### config.mk
export PLATFORM = sky130hd
export DESIGN_NAME = split_mem_responder
export DESIGN_NICKNAME = d
export VERILOG_FILES = /design/src/rtl/split_mem_responder.sv
export SDC_FILE = /design/constraint.sdc
export NUM_CORES = 1
export LEC_CHECK = 0
export CORE_AREA = 2 2 281 283
export DETAILED_ROUTE_END_ITERATION = 8
export DIE_AREA = 0 0 283 285
export PLACE_DENSITY = 0.54
export SLEW_MARGIN = 20
export SYNTH_ARGS = -nofsm -noshare
export SYNTH_HDL_FRONTEND = slang
export SYNTH_SLANG_ARGS = --single-unit
### constraint.sdc
create_clock -name clk -period 2 [get_ports clk]
set_input_delay 0.2 -clock clk [delete_from_list [all_inputs] [get_ports clk]]
set_output_delay 0.2 -clock clk [all_outputs]
set_load 0.02 [all_outputs]
### src/rtl/split_mem_responder.sv
// Memory-side responder for the LC-3b fetch and data ports: arbitrates both onto one
// physical line interface and serves repeated fetches from a coherent one-line buffer.
module split_mem_responder #(
  parameter int unsigned ADDR_W = 12,
  parameter int unsigned LINE_W = 128,
  parameter int unsigned SEL_W  = 16
) (
  input  logic              clk,
  input  logic              reset_n,
  input  logic              ifetch_read,
  input  logic [ADDR_W-1:0] ifetch_address,
  output logic [LINE_W-1:0] ifetch_rdata,
  output logic              ifetch_resp,
  input  logic              mem_read,
  input  logic              mem_write,
  input  logic [ADDR_W-1:0] mem_address,
  input  logic [LINE_W-1:0] mem_wdata,
  input  logic [SEL_W-1:0]  mem_sel,
  output logic [LINE_W-1:0] mem_rdata,
  output logic              mem_resp,
  output logic              pmem_read,
  output logic              pmem_write,
  output logic [ADDR_W-1:0] pmem_address,
  output logic [LINE_W-1:0] pmem_wdata,
  output logic [SEL_W-1:0]  pmem_sel,
  input  logic [LINE_W-1:0] pmem_rdata,
  input  logic              pmem_resp
);

  typedef enum logic [1:0] {
    IDLE   = 2'd0,
    D_ACC  = 2'd1,
    I_FILL = 2'd2
  } state_t;

  state_t              state;
  logic                buf_valid;
  logic [ADDR_W-1:0]   buf_tag;
  logic [LINE_W-1:0]   buf_data;
  logic                last_grant_data;
  logic                op_write;

  logic                hit_c;
  logic                data_req_c;
  logic                fetch_miss_c;
  logic                grant_data_c;
  logic                grant_fetch_c;
  logic                fill_done_c;

  // Buffer hit and IDLE arbitration; a write to the buffered line blocks the hit
  always_comb begin
    hit_c         = 1'b0;
    data_req_c    = 1'b0;
    fetch_miss_c  = 1'b0;
    grant_data_c  = 1'b0;
    grant_fetch_c = 1'b0;
    if (state == IDLE) begin
      hit_c         = ifetch_read & buf_valid & (ifetch_address == buf_tag)
                      & ~(mem_write & (mem_address == buf_tag));
      data_req_c    = mem_read | mem_write;
      fetch_miss_c  = ifetch_read & ~hit_c;
      grant_data_c  = data_req_c & (~fetch_miss_c | ~last_grant_data);
      grant_fetch_c = fetch_miss_c & (~data_req_c | last_grant_data);
    end
  end

  // Response paths are zero-wait: hits and pmem completions respond in the same cycle
  always_comb begin
    fill_done_c  = (state == I_FILL) & pmem_resp;
    ifetch_resp  = hit_c | fill_done_c;
    ifetch_rdata = '0;
    if (hit_c) begin
      ifetch_rdata = buf_data;
    end else if (fill_done_c) begin
      ifetch_rdata = pmem_rdata;
    end
    mem_resp  = (state == D_ACC) & pmem_resp;
    mem_rdata = '0;
    if (mem_resp && !op_write) begin
      mem_rdata = pmem_rdata;
    end
  end

  always_ff @(posedge clk or negedge reset_n) begin
    if (!reset_n) begin
      state           <= IDLE;
      buf_valid       <= 1'b0;
      buf_tag         <= '0;
      buf_data        <= '0;
      last_grant_data <= 1'b0;
      op_write        <= 1'b0;
      pmem_read       <= 1'b0;
      pmem_write      <= 1'b0;
      pmem_address    <= '0;
      pmem_wdata      <= '0;
      pmem_sel        <= '0;
    end else begin
      case (state)
        IDLE: begin
          if (grant_data_c) begin
            state           <= D_ACC;
            last_grant_data <= 1'b1;
            op_write        <= mem_write;
            pmem_address    <= mem_address;
            pmem_wdata      <= mem_wdata;
            pmem_sel        <= mem_write ? mem_sel : '1;
            pmem_write      <= mem_write;
            pmem_read       <= ~mem_write;
          end else if (grant_fetch_c) begin
            state           <= I_FILL;
            last_grant_data <= 1'b0;
            op_write        <= 1'b0;
            pmem_address    <= ifetch_address;
            pmem_wdata      <= '0;
            pmem_sel        <= '1;
            pmem_write      <= 1'b0;
            pmem_read       <= 1'b1;
          end
        end
        D_ACC: begin
          if (pmem_resp) begin
            state      <= IDLE;
            pmem_read  <= 1'b0;
            pmem_write <= 1'b0;
            // Keep the instruction buffer coherent with data-port writes
            if (op_write && buf_valid && (pmem_address == buf_tag)) begin
              for (int unsigned i = 0; i < SEL_W; i++) begin
                if (pmem_sel[i]) begin
                  buf_data[8*i +: 8] <= pmem_wdata[8*i +: 8];
                end
              end
            end
          end
        end
        I_FILL: begin
          if (pmem_resp) begin
            state     <= IDLE;
            pmem_read <= 1'b0;
            buf_valid <= 1'b1;
            buf_tag   <= pmem_address;
            buf_data  <= pmem_rdata;
          end
        end
        default: state <= IDLE;
      endcase
    end
  end

endmodule

== After elaboration in Yosys (flattened, before gate mapping) ==
Index checks and enable logic that the tools add are counted.
Storage, ports and cells
  register bits: 303
  input bits: 302
  output and inout port bits: 416
  word-level logic and storage cells: 147
Operators by class
  equal/unequal tests: 26
  multiplexer cells: 45
  bitwise logic cells: 19
  reductions and logical operators: 31
Operators by type and width (count)
  $mux W128: 8
  $pmux W128 S2: 1
  $mux W8: 16
  $reduce_and A5 Y1: 16
  $mux W16: 3
  $eq A12 B12 Y1: 3
  $ne A2 B2 Y1 const B: 18
  $mux W12: 2
  $and A1 B1 Y1: 9
  $mux W1: 9
  $reduce_bool A2 Y1: 4
  $mux W2: 3
  $not A1 Y1: 6
  $reduce_and A2 Y1: 3
  $reduce_and A3 Y1: 2
  $ne A2 B1 Y1 const B: 2
  $or A1 B1 Y1: 4
  $pmux W1 S2: 2
  $pmux W2 S2: 1
  $logic_and A1 B1 Y1: 3
  $ne A3 B3 Y1 const B: 1
  $eq A2 B1 Y1 const B: 1
  $eq A2 B2 Y1 const B: 1
  $logic_not A2 Y1: 1
  2 further kinds: 2

== Longest topological paths before layout ==
  depth after elaboration: 12
  gate-level depth with buffers: 8
  gate-level depth less buffers: 7

== Worst setup path before layout ==
OpenSTA, ideal clock, no wires.
  kind: flip-flop to output port
  start: reg buf_tag[3]
  end: out ifetch_rdata[55]
  arrival: 2158 ps
  required time: 1800 ps
  slack: -358 ps
  stages on the path, launching flop included: 9
  buffers on the path: 2
  path through: dfrtp_1 > xor2_1 > nor4_2 > nand4_2 > nor3_2 > nand2_1 > buf_2 > buf_6 > mux2_1
On the way
  word-level cells in the longest chain between the ends: 6
Ends and longest elaborated chain
  from (decl): RTL line 38  | logic [ADDR_W-1:0] buf_tag;
  from (signal assigned): RTL line 140  | buf_tag <= pmem_address;
  $eq A12 B12 Y1: RTL line 59  | & ~(mem_write & (mem_address == buf_tag));
  $and A1 B1 Y1: RTL line 59
  $not A1 Y1: RTL line 59
  $and A1 B1 Y1 *: RTL line 59
  $mux W1 *: RTL line 57  | if (state == IDLE) begin
  $mux W128 *: RTL line 72  | if (hit_c) begin
  to (decl): RTL line 12  | output logic [LINE_W-1:0] ifetch_rdata,
Mark *: on every way between the ends. The rest lies on a longest branch, timed or not.

== Worst setup path in the final report ==
  start: reg buf_tag[1]
  end: out ifetch_rdata[7]
The elaborated chain is that of the path after synthesis.

==> flow_summary.toml <==
[layout]
n_fill_cell = 7425
final_cell_mix = "clkdlybuf4s50_1 (458), mux2_2 (335), dfrtp_1 (297)"
multi_input_area_um2 = 9500
area_growth_pct = 83.39
regArea_um2 = 7590
fin_area_um2 = 30600
drive_gt1_share_pct = 47.77
layout_commonest_cell = "clkdlybuf4s50_1"
final_nets = 2611

[global_routing]
grt_usage_pct = 19.53
grt_pass1_wl_mm = 119.1
grt_pass1_vias = 16980
grt_max_degree = 73
gr-total-overflow = 0
antenna_found_initial = 2

[timing]
finalHoldViolCount = 0
finClkSkew_ns = 0.01991
fin_ws_ns = -1.225
drv_slew = 0
period_needed_ns = 3.225
rsz0062_at_grt = "yes"
hold_ws_ns = 0.1076
finalSetupTns_ns = -382.08
finalCritPeriodShare_pct = 161.2
setup_viol = 547
tightest_slew_ns = 0.5348
slew-limit-headroom_pct = 64.35
clock.fmax_mhz = 310.1

[synthesis]
synth_area_leaders = "dfrtp_1 (45%), mux2_2 (19%), and3_1 (9.6%), mux2_1 (7.4%), a22o_1 (6.8%)"
synth_edf_count = 0
synthCells = 1391
ys.flop_type = "dfrtp_1"
synth_fp_nets = 1697
postSynthAreaPerCell_um2 = 11.99
synth_top_area_share_pct = 45.45
ys_seq_area_share_pct = 45.45
synth_area_leader_cell = "dfrtp_1"
synth-seq-cells = 303
netlist_area_um2 = 16680
synth_warnings = 0
synth_cell_types = 41
async_flop_share_pct = 100.0

[power_and_ir_drop]
leakagePower_nw = 14.32
peakVddDrop_mv = 0.6974
netSwitchingFraction_pct = 38.25
intPower_mw = 29.07
combPwrFrac_pct = 60.5
power_mw = 47.07
power.density_nw_per_um2 = 1538
seq_power_share_pct = 24.0
p_switching_mw = 18.00
clkPwrFrac_pct = 15.5

[clock_tree]
clk_latency_ns = 0.55
cts_tree = "yes"
root_buffer = "clkbuf_16"
clk_pin_slew_ns = 0.06
cts_buffers = 39
cts_buffer_depth = 3
htreeDepth = 2
cts.sinks = 303

[routing]
wl_per_cell_um = 23.92
firstDrtPassIters = 5
remaining_drc_errors = 0
routed_wl_mm = 80.99
ant_nets = 0
drtIter0Drc = 674
vias = 15710
avgViaCountPerCell = 4.640

[die]
ios = 718
die-area_um2 = 80660
start_util_pct = 21.40
die_w_um = 283
core_um2 = 77970
die_y_um = 285
core.rowCount = 103

[critical_path]
cp_max_fo = 5
path_cells = "xor2_2, nor4_2, nand4_2, nor3_4, buf_12, buf_12, nand2_8, buf_6, buf_6, buf_6, mux2_4, buf_6"
r2r_start = "buf_tag[1]"
ff2ff_setup_slack_ns = -0.76
cp_num_buf_inv = 6
critPathMaxStageDelay_ns = 0.44
cp.required_ns = 1.80
critPathKind = "reg2out"
cp-end-kind = "primary output"
critical_path.top_delay_family = "buffers and inverters"
critPathArrivalTime_ns = 3.02
r2r_cells = 12
crit_top_cell = "buf_6"
rr_endpoint = "pmem_wdata[121]"
start_kind = "register"
critical_path.slowest_cell = "dfrtp_2"

[flow_run]
drv_cap = 0

[placed_design]
place_area_um2 = 26870
hpwl_mm = 55.94
place_congestion = 0.9050
portBuffers = 717

[run_status]
status = "finished with violations"
violations = "negative setup slack"

[worst_hold_path]
hp-class = "in2async"
-- worst max path at each step --
| stage | startpoint | end | slack (ns) | cells after the start |
|---|---|---|---|---|
| floorplan | buf_tag[6] | ifetch_rdata[0] | -0.20 | 8 |
| global placement | ifetch_address[10] | ifetch_rdata[89] | -1.29 | 9 |
| detailed placement | ifetch_address[10] | ifetch_rdata[89] | -1.32 | 9 |
| CTS | buf_tag[1] | ifetch_rdata[35] | -1.28 | 9 |
| global route | buf_tag[1] | ifetch_rdata[7] | -1.37 | 12 |
| finish | buf_tag[1] | ifetch_rdata[7] | -1.22 | 12 |
-- synthesized netlist by cell type, types with 5 or more instances --
library cell / n
nand4_1: 5
buf_2: 32
o21ai_0: 6
nand2_1: 35
mux2_1: 109
and3_1: 257
o221a_2: 12
buf_6: 11
nor2_1: 16
a21oi_2: 15
dfrtp_1: 303
xnor2_1: 32
o22a_1: 16
clkbuf_1: 78
mux2_2: 287
a22o_1: 129
-- sequential cells by signal, summed over array words and instances (netlist names) --
name / count
buf_data: 128
pmem_address: 12
pmem_wdata: 128
last_grant_data: 1
buf_valid: 1
pmem_write: 1
pmem_sel: 16
pmem_read: 1
state: 2
op_write: 1
buf_tag: 12
-- layer usage --
| metal | up-vias | global-route usage [%] | share of wire (%) |
|---|---|---|---|
| li1 | 7047 | - | - |
| met1 | 7995 | 24.53 | 42 |
| met2 | 552 | 34.39 | 50 |
| met3 | 117 | 3.368 | 5.2 |
| met4 | 0 | 5.332 | 2.7 |
| met5 | - | 0 | 0 |
-- through the flow --
stage	setup WS (ns)	std cells	util, %
floorplan	-0.1959	1391	-
global placement	-1.286	3204	34.46
detailed placement	-1.320	3204	34.46
CTS	-1.279	3377	39.04
global route	-1.368	3385	39.24
finish	-1.225	3386	39.24
-- logic make-up after synthesis --
family                   count (synthesis)  synth area share, %
buffers and inverters                  130                3.727
XOR/XNOR                                36                1.890
AND/OR/NAND/NOR                        334                12.04
adder cells (fa/ha/maj)                  4               0.3000
flip-flops                             303                45.45
AO/OA/AOI/OAI                          188                9.862
multiplexers                           396                26.73
-- timing repair --
action / 4_1_cts / 5_1_grt
endpoints found under the hold margin: 187 / 0
buffers inserted: 75 / 15
endpoints found under the setup margin: 547 / 558
gates resized for setup: 1251 / 143
pin swaps: 9 / 5
hold buffers: 1 / 0
cloned: 29 / 0
-- power groups by stage --
stage / clock network, mW / logic (mW) / registers [mW]
2_1_floorplan: 0 / 12.0 / 12.4
3_5_place_dp: 0 / 25.0 / 11.3
4_1_cts: 7.54 / 28.6 / 11.3
3_3_place_gp: 0 / 24.7 / 11.3
6_report: 7.31 / 28.5 / 11.3
5_1_grt: 7.80 / 30.0 / 11.7
-- final cells by class --
cell class	count	share of cell area [%]
flip-flops and latches	303	24.81
repair buffers	999	35.47
clock buffers	58	3.856
diodes	2	0.01636
well taps	1050	4.294
inverters	3	0.04089
multi-input cells	959	31.05
clock inverters	12	0.4621
Note: power is estimated with default switching activity, not from simulation.
